===== src/rtl/inst_axi_rd_bridge.sv =====
// Instruction fetch bridge: sram-like request/response to single-beat AXI4 reads, in order.
// Latency: addr_ok same cycle as req; data_ok one cycle after the R beat. AR stall holds addr_ok low.
module inst_axi_rd_bridge #(
    parameter int         DEPTH  = 2,
    parameter logic [3:0] AXI_ID = 4'd0
) (
    input  logic        clk,
    input  logic        resetn,
    input  logic        inst_sram_req,
    input  logic        inst_sram_wr,
    input  logic [1:0]  inst_sram_size,
    input  logic [31:0] inst_sram_addr,
    output logic        inst_sram_addr_ok,
    output logic        inst_sram_data_ok,
    output logic [31:0] inst_sram_rdata,
    output logic [3:0]  arid,
    output logic [31:0] araddr,
    output logic [7:0]  arlen,
    output logic [2:0]  arsize,
    output logic [1:0]  arburst,
    output logic        arvalid,
    input  logic        arready,
    input  logic [3:0]  rid,
    input  logic [31:0] rdata,
    input  logic [1:0]  rresp,
    input  logic        rlast,
    input  logic        rvalid,
    output logic        rready
);
    typedef enum logic {AR_IDLE, AR_BUSY} ar_state_t;

    localparam logic [1:0] DEPTH_C = 2'(DEPTH);

    ar_state_t  state;
    logic [1:0] cnt;
    logic [1:0] size_q;
    logic       cnt_inc;
    logic       cnt_dec;

    wire unused_r = ^{rid, rresp, rlast};

    assign arid    = AXI_ID;
    assign arlen   = 8'd0;
    assign arburst = 2'b01;
    assign arsize  = {1'b0, size_q};
    assign rready  = (cnt != 2'd0);

    // The entry retiring via data_ok this cycle frees its slot for a same-cycle accept.
    assign inst_sram_addr_ok = (state == AR_IDLE) && inst_sram_req && !inst_sram_wr &&
                               ((cnt < DEPTH_C) || inst_sram_data_ok);

    assign cnt_inc = inst_sram_addr_ok;
    assign cnt_dec = inst_sram_data_ok && (cnt != 2'd0);

    always_ff @(posedge clk or negedge resetn) begin
        if (!resetn) begin
            state   <= AR_IDLE;
            arvalid <= 1'b0;
            araddr  <= 32'd0;
            size_q  <= 2'd0;
        end else begin
            case (state)
                AR_IDLE: begin
                    if (inst_sram_addr_ok) begin
                        araddr  <= inst_sram_addr;
                        size_q  <= inst_sram_size;
                        arvalid <= 1'b1;
                        state   <= AR_BUSY;
                    end
                end
                AR_BUSY: begin
                    if (arready) begin
                        arvalid <= 1'b0;
                        state   <= AR_IDLE;
                    end
                end
                default: begin
                    arvalid <= 1'b0;
                    state   <= AR_IDLE;
                end
            endcase
        end
    end

    always_ff @(posedge clk or negedge resetn) begin
        if (!resetn) begin
            cnt <= 2'd0;
        end else begin
            case ({cnt_inc, cnt_dec})
                2'b10:   cnt <= cnt + 2'd1;
                2'b01:   cnt <= cnt - 2'd1;
                default: cnt <= cnt;
            endcase
        end
    end

    always_ff @(posedge clk or negedge resetn) begin
        if (!resetn) begin
            inst_sram_data_ok <= 1'b0;
            inst_sram_rdata   <= 32'd0;
        end else begin
            inst_sram_data_ok <= rvalid && rready;
            if (rvalid && rready) begin
                inst_sram_rdata <= rdata;
            end
        end
    end
endmodule


===== config.mk =====
export PLATFORM = sky130hd
export DESIGN_NAME = inst_axi_rd_bridge
export DESIGN_NICKNAME = d
export VERILOG_FILES = /design/src/rtl/inst_axi_rd_bridge.sv
export SDC_FILE = /design/constraint.sdc
export NUM_CORES = 1
export LEC_CHECK = 0
export CORE_MARGIN = 2
export CORE_UTILIZATION = 34
export DETAILED_ROUTE_END_ITERATION = 10
export PLACE_DENSITY = 0.75
export SYNTH_ARGS = -nofsm -noshare
export SYNTH_HDL_FRONTEND = slang
export SYNTH_SLANG_ARGS = --single-unit
export TNS_END_PERCENT = 50

===== constraint.sdc =====
create_clock -name clk -period 1.8 [get_ports clk]
set_clock_uncertainty 0.15 [all_clocks]
set_input_delay 0.45 -clock clk [delete_from_list [all_inputs] [get_ports clk]]
set_output_delay 0.45 -clock clk [all_outputs]
set_load 0.01 [all_outputs]

[Yosys cells after proc, flatten, opt, wreduce, memory -nomap -nowiden]
Index checks and enable logic that the tools add are counted.
Word-level totals
  bits in registers: 71
  bits in latches: 0
  RAM bits: 0
  bits in read-only memories: 0
  bits of input ports: 79
  output and inout port bits: 85
  memories: 0
Operators by class
  $add $sub $neg: 2
  $mul: 0
  div/mod/pow operators: 0
  order comparisons: 1
  equality and inequality tests: 4
  shift-type cells: 0
  mux-type cells: 7
  bitwise gates (word level): 1
  reductions and logical operators: 11
Operators with widths (number)
  1-bit logical AND: 5
  1-bit 2-to-1 mux: 4
  2-bit != test, second input constant: 2
  1-bit one-hot mux with 2 select lines: 2
  2-bit one-hot mux with 2 select lines: 1
  2-bit AND reduction: 2
  2-bit nonzero test: 2
  2-bit by 1-bit adder with 2-bit output, second input constant: 1
  2-bit by 1-bit == test with 1-bit output, second input constant: 1
  2-bit == test, second input constant: 1
  2-bit less-than comparator, second input constant: 1
  2-bit by 1-bit subtractor with 2-bit output, second input constant: 1
  1-bit logical NOT: 1
  1-bit logical OR: 1
  1-bit NOT: 1

[Longest topological paths before layout]
Gate-level depths: netlist of run 1.
  depth after elaboration: 6
  gate-level depth with buffers: 8

[Worst setup path before layout of run 1]
OpenSTA, ideal clock, no wires.
  kind: input -> register
  start: input inst_sram_wr
  end: register cnt[1]
  library setup time: 0.079 ns
  arrival time: 1.464 ns
  data required time: 1.571 ns
  path slack: 0.107 ns
  cell stages on the path: 7
  buffers on the path: 2
  cells stage by stage: nor2_2 > nand3_2 > buf_6 > buf_6 > ha_1 > nor2_1 > xor2_1
On the way
  word-level cells in the longest chain between the ends: 5
  elaborated cells between the ends (all ways): 7
  those cells by class: 2 x eq/ne; 1 x mux; 4 x reduce/logical
Ends and longest elaborated chain
  start: declaration: RTL line 10  | input logic inst_sram_wr,
  1-bit logical NOT *: RTL line 49  | assign inst_sram_addr_ok = (state == AR_IDLE) && inst_sram_req && !inst_sram_wr &&
  1-bit logical AND * (2 in series): RTL line 49
  2-bit by 1-bit == test with 1-bit output / 2-bit == test (equally long branches): RTL line 89  | case ({cnt_inc, cnt_dec})
  2-bit one-hot mux with 2 select lines / 2-bit nonzero test (equally long branches)
  end signal: assignment: RTL line 90  | 2'b10: cnt <= cnt + 2'd1;
  end signal: assignment: RTL line 91  | 2'b01: cnt <= cnt - 2'd1;
  end signal: assignment: RTL line 92  | default: cnt <= cnt;
  end: declaration: RTL line 35  | logic [1:0] cnt;
Every way passes the cells marked *; elsewhere a longest branch is shown, timed or not.
A chain may end at the register's enable or synchronous reset.

[Worst setup path after layout of run 1]
  start: register cnt[1]
  end: output rready
On the way
  word-level cells in the longest chain between the ends: 1
Ends and longest elaborated chain
  2-bit nonzero test: RTL line 46  | assign rready = (cnt != 2'd0);
  end: declaration: RTL line 28  | output logic rready
Every way passes these cells.

==> results of run 1 <==
## synth_stat cells, drive strengths merged
cell type | number | area, sq um
conb | 2 | 7.51
nand3 | 1 | 10.0
nand2 | 4 | 22.5
ha | 1 | 12.5
inv | 3 | 11.3
nand2b | 1 | 6.26
and2 | 1 | 6.26
nor2 | 2 | 10.0
or2 | 1 | 8.76
mux2 | 66 | 803
xor2 | 1 | 8.76
xnor2 | 2 | 17.5
buf | 22 | 185
dfrtp | 71 | 1780
o21ai | 1 | 5.00
## per-layer routing
layer / routed length (um) / up-vias / GRT usage [%]
met5: 0 / - / 0
met4: 127 / 0 / 6.19
met3: 568 / 13 / 5.64
met2: 3030 / 88 / 21.3
met1: 2380 / 940 / 16.1
li1: - / 881 / -
## worst max-delay path: stages (launching register included)
cell and delay (ns):
dfrtp_1 0.42, or2_4 0.26, buf_6 0.13
## registers in the layout, indices dropped and copies added, names as in the netlist
name               count
cnt                    2
inst_sram_data_ok      1
arvalid                1
inst_sram_rdata       32
size_q                 2
araddr                32
state                  1
## stage by stage
step           instance area, sq um  utilization, %  TNS [ns]  hold slack, ns
2_1_floorplan                  2940               -         0         0.00441
3_3_place_gp                   4430            53.9     -9.03           0.312
3_5_place_dp                   4430            53.9     -8.79           0.317
4_1_cts                        4510            54.9   -0.0688           0.330
5_1_grt                        4540            55.2  -0.00752           0.361
6_report                       4540            55.2         0           0.324
## worst max-delay path by stage
stage,from,end,depth (start not counted)
2_1_floorplan,inst_sram_wr,cnt[1]$_DFFE_PN0P_,7
3_3_place_gp,inst_sram_wr,inst_sram_addr_ok,5
3_5_place_dp,inst_sram_wr,inst_sram_addr_ok,5
4_1_cts,inst_sram_wr,inst_sram_addr_ok,5
5_1_grt,cnt[1]$_DFFE_PN0P_,rready,2
6_report,cnt[1]$_DFFE_PN0P_,rready,2
## area by class of cell
class | count | area share, %
tap | 105 | 2.89
sequential | 71 | 39.2
clock buffer | 12 | 3.64
inverter | 3 | 0.248
clock inverter | 1 | 0.110
multi-input combinational | 96 | 21.5
timing repair buffer | 153 | 32.5
## cells by family after synthesis
kind of cell / synth area share, %
buffers and inverters: 6.79
AND/OR/NAND/NOR: 2.21
XOR/XNOR: 0.909
other: 0.260
AO/OA/AOI/OAI: 0.173
adder cells (fa/ha/maj): 0.433
multiplexers: 27.8
flip-flops: 61.4
## repair_timing
item                                    CTS  global route
endpoints found under the setup margin   70             2
hold buffers                              1             0
pin swaps                                 1             3
gates resized for setup                  76             6
hold endpoints to repair                 71             0
## power by group through the flow
stage          Sequential (W)  Clock, W  Combinational (W)
2_1_floorplan         0.00314         0            0.00121
3_3_place_gp          0.00275         0            0.00355
3_5_place_dp          0.00279         0            0.00359
4_1_cts               0.00274   0.00117            0.00306
5_1_grt               0.00284   0.00125            0.00328
6_report              0.00273   0.00111            0.00302
==> results.cfg, run 1 <==
[outcome]
status = complete, no violations

[power_and_ir_drop]
internal_power_w = 0.00479
p_leak_nw = 2.15
peakVddDrop_mv = 0.754
combPwrFrac_pct = 44.0
power.share.clock_pct = 16.2
swShare_pct = 30.3
p_total_w = 0.00687
power_switching_w = 0.00208
powerDensity_nw_per_um2 = 1510
pwr-share-seq_pct = 39.8

[clock_network]
clock_latency_ns = 0.33
cts_tree = built
clock-sinks = 71
post-cts-setup-buffers = 0
cts_htree_levels = 3
cts.path.max_buffers = 2
clkTransAtPathRegs_ns = 0.07
numCtsBuffers = 9
root_buffer = clkbuf_8

[synthesis]
synthCells = 179
synth_seq_cells = 71
syn_area_per_cell_sq_um = 16.2
yosysSeqAreaShare_pct = 61.4
ys_warn_count = 0
synth_cell_type_count = 20
syn_area_sq_um = 2890

[drt]
drc = 0
initialDrtViolationCount = 42
via_per_inst = 4.36
drt-pass1-iter-count = 3
route.vias.total = 1922
drt-wirelength-per-cell_um = 13.9
drt-total-wl_um = 6110
final_antenna_net_count = 0

[critical_path]
r2r_end = inst_sram_rdata[24]$_DFFE_PN0P_
crit_path_end_kind = output port
rrSetupSlack_ns = 0.12
cp.required_ns = 1.20
critical_path_class = reg -> out
start_kind = register
arrival_ns = 1.14
rr_worst_depth = 5
reg2reg_from = cnt[1]$_DFFE_PN0P_
crit_fanout = 3

[hold_path]
hold_path_end = arvalid$_DFFE_PN0P_
min_path_type = reg -> reg
hp-start = arvalid$_DFFE_PN0P_
holdPathStages = 2

[die]
initial_core_util_pct = 35.2
die_x_um = 96.2
io_pins = 164
coreArea_sq_um = 8220
dieHeight_um = 96.2
fp.dieArea_sq_um = 9260
rows = 33

[place]
gp_congestion = 0.712
pre_cts_slack_ns = -0.494
dpl.cell_count = 427
hpwl_um = 4520
port_buffers = 141

[global_route]
grt_pass1_vias = 1968
antenna_found_initial = 0
grt_usage_pct = 13.6
grt_overflow_total = 0
grt_pass1_wl_um = 9470
grt_start_max_net_pins = 72

[final_layout]
multi_input_area_sq_um = 975
area_delta_synth_final_pct = 56.9
stdcell_count = 441
mostFrequentLayoutCells = dfrtp_1 (71), clkdlybuf4s50_1 (68), dlygate4sd2_1 (68)
n_fill_cell = 729
final_common_cell = dfrtp_1
drive_gt1_share_pct = 29.5
final-seq-area_sq_um = 1780
n_antenna_cell = 0
fin_nets = 414

[sta]
worst_slack_ns = 0.0607
finalHoldViolCount = 0
fin_crit_sh_pct = 96.6
setup_viol = 0
drv_slew = 0
fmax_mhz = 575
grt_setup_unrepaired = yes
finalCriticalPeriod_ns = 1.74

[run]
maxCapViolCount = 0
Note: power is estimated with default switching activity, not from simulation.
==> run 2: changes to the inputs <==
SKIP_LAST_GASP = 1   (was not set)
==> results.cfg, run 2 (synthesized netlist as in run 1, its figures left out) <==
[sta]
drv_slew = 0
fin_crit_sh_pct = 101
finalHoldViolCount = 0
tns_ns = -0.0987
setup_viol = 12
fmax_mhz = 549
finalCriticalPeriod_ns = 1.82
grt_setup_unrepaired = yes
worst_slack_ns = -0.0208

[drt]
drt-wirelength-per-cell_um = 13.9
initialDrtViolationCount = 40
drc = 0
via_per_inst = 4.37
drt-total-wl_um = 6140
route.vias.total = 1925
final_antenna_net_count = 0
drt-pass1-iter-count = 3

[clock_network]
root_buffer = clkbuf_8
clock_latency_ns = 0.33
numCtsBuffers = 9
clock-sinks = 71
clkTransAtPathRegs_ns = 0.07
cts_tree = built
cts_htree_levels = 3
cts.path.max_buffers = 2

[final_layout]
final_common_cell = clkdlybuf4s50_1
fin_nets = 414
post-route-util_pct = 56.1
n_antenna_cell = 0
largest_registers = araddr (32), inst_sram_rdata (32)
mostFrequentLayoutCells = clkdlybuf4s50_1 (87), dfrtp_1 (71), mux2_2 (50)
area_delta_synth_final_pct = 59.4
drive_gt1_share_pct = 29.2

[place]
gp_congestion = 0.712
port_buffers = 141
pre_cts_slack_ns = -0.494
hpwl_um = 4520

[die]
dieHeight_um = 96.2
io_pins = 164
die_x_um = 96.2
coreArea_sq_um = 8220
fp.dieArea_sq_um = 9260
initial_core_util_pct = 35.2
rows = 33

[critical_path]
cpLargestDelayFamily = buffers and inverters
cp.required_ns = 1.20
worst-path-buf-inv = 1
critical_path_class = reg -> out
crit_fanout = 2
start_kind = register
crit_slowest_cell = clkdlybuf4s50_1
cpPeakStageDelay_ns = 0.54
arrival_ns = 1.22
crit_chain = clkdlybuf4s50_1
crit_path_end_kind = output port

[power_and_ir_drop]
p_leak_nw = 2.24
peakVddDrop_mv = 0.756
powerDensity_nw_per_um2 = 1540

[global_route]
grt_usage_pct = 13.5
grt_overflow_total = 0
antenna_found_initial = 0
grt_pass1_wl_um = 9430
grt_pass1_vias = 1975
grt_start_max_net_pins = 72

[outcome]
violations = negative setup slack
status = finished with violations

[run]
maxCapViolCount = 0

[hold_path]
min_path_type = reg -> reg
run 2: where the power goes:
group,total (W),switching (W),internal (W)
sequential,0.00273,0.000360,0.00237
combinational,0.00323,0.00120,0.00203
clock,0.00112,0.000528,0.000588
run 2: repair_timing:
item,4_1_cts,5_1_grt
resized for setup,40,21
hold buffers,1,0
endpoints found under the setup margin,70,37
hold endpoints to repair,71,0
buffers inserted,0,0
pin swaps,1,1
run 2: worst paths after layout:
path | from | endpoint | slack, ns | cells after the start
setup / recovery | inst_sram_rdata[17]$_DFFE_PN0P_ | inst_sram_rdata[17] | -0.02 | 1
hold / removal | arvalid$_DFFE_PN0P_ | arvalid$_DFFE_PN0P_ | 0.32 | 2
setup reg to reg | inst_sram_data_ok$_DFF_PN0_ | araddr[27]$_DFFE_PN0P_ | 0.12 | 5
hold reg to reg | arvalid$_DFFE_PN0P_ | arvalid$_DFFE_PN0P_ | 0.32 | 2
max in group asynchronous | resetn | araddr[8]$_DFFE_PN0P_ | 0.67 | 3
min in group asynchronous | resetn | araddr[26]$_DFFE_PN0P_ | 0.51 | 3
run 2: through the flow:
step	cells	area, sq um	total power [W]	hold slack [ns]
final	441	4610	0.00708	0.324
after global routing	441	4610	0.00756	0.362
after detailed placement	427	4430	0.00638	0.317
after global placement	427	4430	0.00630	0.312
after floorplan	192	2940	0.00435	0.00441
after CTS	441	4560	0.00726	0.330
run 2: area by class of cell:
| type | count | area (sq um) |
|---|---|---|
| Fill cell | 711 | 3610 |
| Sequential cell | 71 | 1780 |
| Timing Repair Buffer | 153 | 1550 |
| Multi-Input combinational cell | 96 | 967 |
| Clock buffer | 12 | 165 |
| Tap cell | 105 | 131 |
| Inverter | 3 | 11.3 |
| Clock inverter | 1 | 5.00 |
run 2: worst min-delay path, delay by kind of cell (launching register included):
family           cells  cell delay [ns]
DFF                  1             0.34
and+or+nand+nor      2             0.11
run 2: per-layer routing:
| layer | share of wire (%) | global-route usage [%] |
|---|---|---|
| met2 | 50 | 21.3 |
| met3 | 9.6 | 5.64 |
| met5 | 0 | 0 |
| met4 | 2.1 | 6.19 |
| met1 | 39 | 16.0 |
